## src/rtl/pistormx_bus_engine.sv

```systemverilog
// pistormx_bus_engine: queued 68000 bus-master cycle engine. Replays Pi-side
// operations on the Amiga bus with DTACK, VPA/VMA and BERR/timeout endings.
module pistormx_bus_engine #(
  parameter int ADDR_W   = 23,
  parameter int DEPTH    = 4,
  parameter int TIMEOUT  = 255,
  parameter int E_PERIOD = 10,
  parameter int E_HIGH   = 4
) (
  input  logic                       M68K_CLK,
  input  logic                       rst_10s,
  input  logic                       op_valid,
  output logic                       op_ready,
  input  logic                       op_rw,
  input  logic                       op_sz,
  input  logic                       op_a0,
  input  logic [ADDR_W-1:0]          op_addr,
  input  logic [15:0]                op_wdata,
  output logic                       rsp_valid,
  output logic [15:0]                rsp_rdata,
  output logic                       rsp_err,
  output logic [$clog2(DEPTH+1)-1:0] q_count,
  output logic                       busy,
  input  logic                       bus_en,
  output logic [ADDR_W-1:0]          a_out,
  output logic                       a_oe,
  input  logic [15:0]                d_in,
  output logic [15:0]                d_out,
  output logic                       d_oe,
  output logic                       as_n,
  output logic                       uds_n,
  output logic                       lds_n,
  output logic                       rw,
  output logic                       vma_n,
  input  logic                       dtack_n,
  input  logic                       vpa_n,
  input  logic                       berr_n,
  input  logic                       e_ext,
  input  logic                       e_in,
  output logic                       e_out
);

  localparam int CNT_W = $clog2(DEPTH + 1);
  localparam int PTR_W = (DEPTH > 1) ? $clog2(DEPTH) : 1;
  localparam int ENT_W = ADDR_W + 19;
  localparam int TO_W  = (TIMEOUT > 0) ? $clog2(TIMEOUT + 1) : 1;
  localparam int E_W   = (E_PERIOD > 1) ? $clog2(E_PERIOD) : 1;
  localparam logic [TO_W-1:0] TO_LIMIT = TO_W'(TIMEOUT);
  localparam logic [E_W-1:0]  E_LAST   = E_W'(E_PERIOD - 1);
  localparam logic [E_W-1:0]  E_RISE   = E_W'(E_PERIOD - E_HIGH);

  typedef enum logic [2:0] {IDLE, S01, S23, SW, S56, S7} state_t;

  state_t state, state_next;

  logic [ENT_W-1:0] fifo_mem [DEPTH];
  logic [PTR_W-1:0] wr_ptr, rd_ptr;
  logic [CNT_W-1:0] count;
  logic [ENT_W-1:0] head;
  logic             push, launch;

  logic              cur_rw, cur_sz, cur_a0, cur_err;
  logic [ADDR_W-1:0] cur_addr;
  logic [15:0]       cur_wdata;

  logic [TO_W-1:0] to_cnt;
  logic            timed_out;
  logic            vma, vma_done;
  logic [E_W-1:0]  e_cnt;
  logic            e_in_q, e_in_q2;
  logic            ds_on, term, term_err;

  function automatic logic [PTR_W-1:0] ptr_inc(input logic [PTR_W-1:0] p);
    return (p == PTR_W'(DEPTH - 1)) ? '0 : p + PTR_W'(1);
  endfunction

  // op_ready comes from the registered count, so a same-clock pop never frees
  // a slot early. A launch from S7 keeps back-to-back cycles at 5 clocks.
  assign op_ready  = (count != CNT_W'(DEPTH));
  assign push      = op_valid & op_ready;
  assign launch    = ((state == IDLE) || (state == S7)) && (count != '0) && bus_en;
  assign head      = fifo_mem[rd_ptr];
  assign q_count   = count;
  assign busy      = (state != IDLE) || (count != '0);
  assign timed_out = (TIMEOUT != 0) && (to_cnt == TO_LIMIT);
  assign vma_done  = vma && (e_cnt == E_LAST);
  assign vma_n     = ~vma;
  assign e_out     = (e_cnt >= E_RISE);
  assign a_out     = cur_addr;
  assign d_out     = cur_wdata;
  assign uds_n     = ~(ds_on & (~cur_sz | ~cur_a0));
  assign lds_n     = ~(ds_on & (~cur_sz | cur_a0));

  // Queue storage; contents need no reset because count gates every read.
  always_ff @(posedge M68K_CLK) begin
    if (push) fifo_mem[wr_ptr] <= {op_rw, op_sz, op_a0, op_addr, op_wdata};
  end

  // Queue pointers and occupancy.
  always_ff @(posedge M68K_CLK or posedge rst_10s) begin
    if (rst_10s) begin
      wr_ptr <= '0;
      rd_ptr <= '0;
      count  <= '0;
    end else begin
      if (push)   wr_ptr <= ptr_inc(wr_ptr);
      if (launch) rd_ptr <= ptr_inc(rd_ptr);
      case ({push, launch})
        2'b10:   count <= count + CNT_W'(1);
        2'b01:   count <= count - CNT_W'(1);
        default: count <= count;
      endcase
    end
  end

  // Bus cycle state register.
  always_ff @(posedge M68K_CLK or posedge rst_10s) begin
    if (rst_10s) state <= IDLE;
    else         state <= state_next;
  end

  // Next state and strobe decode; strobes follow the state register directly.
  always_comb begin
    state_next = state;
    term       = 1'b0;
    term_err   = 1'b0;
    as_n       = 1'b1;
    ds_on      = 1'b0;
    d_oe       = 1'b0;
    a_oe       = 1'b0;
    rw         = 1'b1;
    case (state)
      IDLE: if (launch) state_next = S01;
      S01: begin
        a_oe       = 1'b1;
        rw         = cur_rw;
        state_next = S23;
      end
      S23: begin
        a_oe       = 1'b1;
        rw         = cur_rw;
        as_n       = 1'b0;
        ds_on      = cur_rw;
        d_oe       = ~cur_rw;
        state_next = SW;
      end
      SW: begin
        a_oe  = 1'b1;
        rw    = cur_rw;
        as_n  = 1'b0;
        ds_on = 1'b1;
        d_oe  = ~cur_rw;
        if (!berr_n) begin
          term     = 1'b1;
          term_err = 1'b1;
        end else if (timed_out) begin
          term     = 1'b1;
          term_err = 1'b1;
        end else if (!dtack_n || vma_done) begin
          term = 1'b1;
        end
        if (term) state_next = S56;
      end
      S56: begin
        a_oe       = 1'b1;
        rw         = cur_rw;
        as_n       = 1'b0;
        ds_on      = 1'b1;
        d_oe       = ~cur_rw;
        state_next = S7;
      end
      S7: begin
        a_oe       = 1'b1;
        rw         = cur_rw;
        state_next = launch ? S01 : IDLE;
      end
      default: state_next = IDLE;
    endcase
  end

  // Current operation, termination status, VMA, timeout and response registers.
  always_ff @(posedge M68K_CLK or posedge rst_10s) begin
    if (rst_10s) begin
      cur_rw    <= 1'b1;
      cur_sz    <= 1'b0;
      cur_a0    <= 1'b0;
      cur_addr  <= '0;
      cur_wdata <= '0;
      cur_err   <= 1'b0;
      to_cnt    <= '0;
      vma       <= 1'b0;
      rsp_valid <= 1'b0;
      rsp_rdata <= '0;
      rsp_err   <= 1'b0;
    end else begin
      if (launch) begin
        {cur_rw, cur_sz, cur_a0, cur_addr, cur_wdata} <= head;
        cur_err <= 1'b0;
      end
      if (state == SW && term) cur_err <= term_err;
      if (state == S01)
        to_cnt <= '0;
      else if (state == SW && to_cnt != TO_LIMIT)
        to_cnt <= to_cnt + TO_W'(1);
      if (state == S56)
        vma <= 1'b0;
      else if (state == SW && !vpa_n && e_cnt == E_W'(2))
        vma <= 1'b1;
      if (state == S56) begin
        rsp_err   <= cur_err;
        rsp_rdata <= cur_err ? 16'hFFFF : (cur_rw ? d_in : 16'h0000);
      end
      rsp_valid <= (state == S7);
    end
  end

  // E clock phase counter, resynchronised to a falling external E when tracking.
  always_ff @(posedge M68K_CLK or posedge rst_10s) begin
    if (rst_10s) begin
      e_cnt   <= '0;
      e_in_q  <= 1'b0;
      e_in_q2 <= 1'b0;
    end else begin
      e_in_q  <= e_in;
      e_in_q2 <= e_in_q;
      if (e_ext && e_in_q2 && !e_in_q) e_cnt <= E_W'(1);
      else if (e_cnt == E_LAST)        e_cnt <= '0;
      else                             e_cnt <= e_cnt + E_W'(1);
    end
  end

endmodule

```

## config.mk

```make
export PLATFORM = sky130hd
export DESIGN_NAME = pistormx_bus_engine
export DESIGN_NICKNAME = d
export VERILOG_FILES = /design/src/rtl/pistormx_bus_engine.sv
export SDC_FILE = /design/constraint.sdc
export NUM_CORES = 1
export LEC_CHECK = 0
export ABC_AREA = 1
export CAP_MARGIN = 20
export CORE_ASPECT_RATIO = 0.9
export CORE_MARGIN = 3
export CORE_UTILIZATION = 49
export CTS_CLUSTER_SIZE = 25
export DETAILED_ROUTE_END_ITERATION = 12
export HOLD_SLACK_MARGIN = 0.12
export PLACE_DENSITY = 0.75
export REMOVE_ABC_BUFFERS = 1
export SETUP_SLACK_MARGIN = 0.1
export SYNTH_ARGS = -nofsm -noshare
export SYNTH_HDL_FRONTEND = slang
export SYNTH_SLANG_ARGS = --single-unit
```

## constraint.sdc

```tcl
create_clock -name M68K_CLK -period 2.6 [get_ports M68K_CLK]
set_input_delay 0.52 -clock M68K_CLK [delete_from_list [all_inputs] [get_ports M68K_CLK]]
set_output_delay 0.52 -clock M68K_CLK [all_outputs]
set_load 0.02 [all_outputs]
```

* Word level (Yosys, flattened, before mapping)
Memories as Yosys holds them, arrays and structs flattened. A register that Yosys moved wholly into a read port is not among the register bits. Cells that the tools add are included.
Word-level totals: register bits 44, memory bits (writable) 168, input bits 67, output and inout bits 70, logic and storage cells 106, memories 1
Cells by class: add/subtract/negate cells 6, magnitude comparators 1, equality and inequality tests 16, multiplexer cells 32, bitwise operators 11, reduce and logical (&&, ||, !) cells 26
Memory list:
- fifo_mem | words 4, width 42, rd ports 1, clocked after memory_dff 1, write ports 1, RTL line 56 | logic [ENT_W-1:0] fifo_mem [DEPTH];
Operator list (number):
- two-way mux 16 bit | 2
- two-way mux 1 bit | 19
- case mux 3 bit (6 select lines) | 1
- two-way mux 8 bit | 2
- logical AND 1 bit | 9
- adder 8 x 1 -> 8 bit (second input constant) | 1
- == test 8 bit (second input constant) | 1
- two-way mux 4 bit | 2
- != test 8 bit (second input constant) | 1
- nonzero test 2 bit | 4
- == test 2 bit (second input constant) | 3
- == test 3 x 2 -> 1 bit (second input constant) | 2
- == test 3 bit (second input constant) | 2
- two-way mux 3 bit | 2
- NOT 1 bit | 6
- case mux 3 bit (2 select lines) | 1
- nonzero test 3 bit | 2
- OR reduction 5 bit | 1
- adder 2 x 1 -> 2 bit (second input constant) | 2
- adder 4 x 1 -> 4 bit (second input constant) | 1
- == test 4 x 2 -> 1 bit (second input constant) | 1
- == test 4 bit (second input constant) | 1
- >= comparator 4 x 3 -> 1 bit (second input constant) | 1
- two-way mux 2 bit | 2
- other kinds (16) | 23

* Depth between registers and ports, before layout
depth in word-level cells 10, depth in mapped cells 13, mapped depth without buffers 11

* Worst setup path before layout
Ideal clock, no wire load.
kind register -> register, start point reg count[0], in the netlist q_count[0], end point mem fifo_mem[0][0] in the netlist's numbering, enable pin, setup time 0.442 ns, arrival time 2.827 ns, data required time 2.158 ns, slack -0.669 ns, stages on the path, launching flop included 5, path buffers 0, period minus slack after synthesis 3.269 ns, cell sequence dfrtp_1 > inv_1 > nand3_1 > nand2_1 > nor2_1
On the way: longest elaborated chain between the ends 4
Ends and longest elaborated chain:
- from (decl) | RTL line 58 | logic [CNT_W-1:0] count;
- from (signal assigned) | RTL line 109 | 2'b10: count <= count + CNT_W'(1);
- from (signal assigned) | RTL line 110 | 2'b01: count <= count - CNT_W'(1);
- from (signal assigned) | RTL line 111 | default: count <= count;
- != test 3 bit | RTL line 79 | assign op_ready = (count != CNT_W'(DEPTH));
- via op_ready | RTL line 13 | output logic op_ready,
- bitwise AND 1 bit | RTL line 80 | assign push = op_valid & op_ready;
- two-way mux 1 bit | RTL line 96 | if (push) fifo_mem[wr_ptr] <= {op_rw, op_sz, op_a0, op_addr, op_wdata};
- two-way mux 1 bit (implied by the code) | RTL line 96
- to (decl) | RTL line 56
The timed path passes the listed nets, and every way through them passes these cells.

* Final worst setup path
start point reg state[0], end point out rw
On the way: longest elaborated chain between the ends 3, elaborated cells between the ends (all ways) 7, those cells by class eq/ne: 5; mux: 1; reduce/logical: 1
Ends and longest elaborated chain:
- from (decl) | RTL line 54 | state_t state, state_next;
- from (signal assigned) | RTL line 119 | else state <= state_next;
- == test 3 x 2 -> 1 bit (tied with other cells) | RTL line 132 | case (state)
- OR reduction 5 bit (no source line) (*)
- two-way mux 1 bit (*) | RTL line 132
- to (decl) | RTL line 33 | output logic rw,
Every way passes the cells marked *; elsewhere a longest branch is shown, timed or not.

==> flow_summary.json <==
{
  "worst_pin_slew_ns": 0.592,
  "final_util_pct": 64.2,
  "cts_buffer_depth": 3,
  "r2r_slack_ns": 0.57,
  "hpwl_um": 12800,
  "post-route-period-util_pct": 95.8,
  "cts_root_buffer": "clkbuf_16",
  "switching_share_pct": 35.5,
  "p_switching_mw": 5.28,
  "syn_area_um2": 9930,
  "pre_cts_slack_ns": 0.197,
  "power_mw": 14.9,
  "layout.cells.non_filler": 1271,
  "die_area_um2": 22000,
  "yosys-top-cells-area": "edfxtp_1 (51%), dfrtp_1 (21%), nand2_1 (6.8%), o21ai_0 (5.2%), nor2_1 (4.8%)",
  "synthArstFlopShare_pct": 33.9,
  "r2r-end": "q_count[2]",
  "ys_warn_count": 0,
  "place_congestion": 0.767,
  "finalSetupViolations": 0,
  "critPathMaxFanout": 7,
  "clock.fmax_ghz": 0.401,
  "syn_area_per_cell_um2": 11.6,
  "die_y_um": 141,
  "row_count": 48,
  "p_comb_share_pct": 35.9,
  "avgRoutedWirePerCell_um": 16.7,
  "vias": 6706,
  "timing.critical_path.from_type": "flop",
  "die_x_um": 156,
  "drc": 0,
  "grt_usage_pct": 19.3,
  "clk-insertion-delay-late_ns": 0.54,
  "post-route-min-period_ns": 2.49,
  "r2r-start": "state[0]",
  "initialDrtViolationCount": 526,
  "dpl.cell_count": 1222,
  "tns_ns": 0,
  "cts_buffers": 26,
  "p_clk_share_pct": 24.0,
  "p_seq_share_pct": 40.1,
  "path_clk_slew_ns": 0.06,
  "wl_um": 21200,
  "status": "completed",
  "yosysMostFrequentCell": "nand2_1",
  "skew_ns": 0.0184,
  "yosysSeqAreaShare_pct": 72.5,
  "area_growth_pct": 26.2,
  "critical_path_arrival_ns": 1.97,
  "final_nets": 1075,
  "grt_antenna_before_repair": 1,
  "cts_tree": "yes",
  "postLayoutSetupSlackWorst_ns": 0.109,
  "grt_pass1_vias": 6648,
  "ff2ff_path_depth": 11,
  "ys_types": 29,
  "yosys.area.top_type": "edfxtp_1",
  "synth_top_area_share_pct": 50.8,
  "rsz0062_at_grt": "yes",
  "min_path_type": "primary input to asynchronous set/reset pin",
  "io_pins": 137,
  "detail_route.first_pass.iterations": 4,
  "clock_sinks": 254,
  "grt_pass1_wl_um": 34100,
  "grt_max_degree": 61,
  "p_per_area_nw_per_um2": 1190,
  "synth_top_flop_cell": "edfxtp_1",
  "crit_type": "flop to output pin",
  "critPathCaptureType": "output pin",
  "cp.required_ns": 2.08,
  "cp-startpoint": "state[0]",
  "p_leak_nw": 4.87,
  "hold_viol": 0,
  "coreArea_um2": 19500,
  "gr-total-overflow": 0,
  "p_int_mw": 9.61,
  "avgViaCountPerCell": 5.28,
  "drive_gt1_share_pct": 7.84,
  "ant_nets": 0,
  "peakVddDrop_uv": 665,
  "cap_violations": 0,
  "synth_common_cells": "nand2_1 (179), edfxtp_1 (168), nor2_1 (128)",
  "htree_levels": 1,
  "max_slew_margin_pct": 60.6,
  "syn_inst": 854,
  "synth-edff-count": 168,
  "portBuffers": 136,
  "finalMaxSlewViolations": 0,
  "ys_seq_elements": 254,
  "post_cts_buffers": 0,
  "start_util_pct": 50.9
}
-- registers in the layout, summed over array words and instances (netlist names), 2 cells and up --
| signal | flops |
|---|---|
| to_cnt | 8 |
| q_count | 3 |
| rsp_rdata | 16 |
| d_out | 16 |
| state | 3 |
| rd_ptr | 2 |
| fifo_mem | 168 |
| e_cnt | 4 |
| wr_ptr | 2 |
| a_out | 23 |
-- routing by layer --
metal  GRT usage, %  up-vias  share of wire (%)
met5              0        -                  0
met4           5.44        0                2.0
met3           3.53       40                7.2
met2           30.6      250                 47
met1           27.6     3191                 44
li1               -     3225                  -
-- worst max-delay path, cell delays in order (launching register included) --
cell             delay [ns]
dfrtp_2                0.46
nor2_2                 0.17
o21ai_1                0.13
nand2_1                0.09
clkdlybuf4s50_1        0.60
-- through the flow --
step / cell area, um^2 / hold WS, ns
after global placement: 11700 / 0.386
after detailed placement: 11700 / 0.384
after global routing: 12500 / 0.400
after CTS: 12500 / 0.387
after floorplan: 9740 / 0.370
final: 12500 / 0.378
-- how the worst max path moves through the flow --
stage               slack [ns]  cells after the start    endpoint
finish                    0.11                      4          rw
CTS                       0.04                      4          rw
floorplan                -0.73                      5      cur_a0
detailed placement        0.20                      9  q_count[2]
global route              0.01                      4          rw
global placement          0.22                      9  q_count[2]
-- repair_timing --
item / in CTS / in global routing
endpoints found under the setup margin: 7 / 5
hold buffers: 0 / 0
gates resized for setup: 8 / 7
pin swaps: 0 / 0
-- placed cells by master (no fill, tap or decap), types with 5 or more instances in the layout --
cell type        netlist  final
o21ai_0              103    102
o22ai_1               42     42
nor2_4                 1      5
nor2_1               128    123
buf_4                  1     15
nand3_1               11     11
nand2_1              179    179
clkbuf_16              0     26
ha_1                   7      7
dfrtp_1               85     83
inv_1                 39     37
a21oi_1               27     27
clkbuf_1              24     10
clkdlybuf4s50_1        0    130
edfxtp_1             168    168
buf_12                 0      7
-- power by group through the flow --
stage / registers, mW / clock network (mW) / logic (mW)
CTS: 5.97 / 3.65 / 5.41
global placement: 6.02 / 0 / 5.30
global route: 6.09 / 3.83 / 5.89
floorplan: 6.62 / 0 / 2.40
detailed placement: 6.02 / 0 / 5.44
finish: 5.97 / 3.58 / 5.34
-- final cells by class --
type / count / area (um^2)
antenna: 1 / 2.50
clock buffer: 37 / 702
clock inverter: 11 / 133
fill: 1465 / 6990
inverter: 42 / 160
multi-input combinational: 518 / 2420
sequential: 254 / 7200
tap: 250 / 313
timing repair buffer: 158 / 1600
-- cells by family after synthesis --
family	Yosys count	synth area share [%]
flops	254	72.5
buf+inv	82	3.45
compound gates	173	9.28
fa+ha+maj	8	1.08
simple gates	333	13.3
xor+xnor	4	0.353
Note: power is estimated with default switching activity, not from simulation.
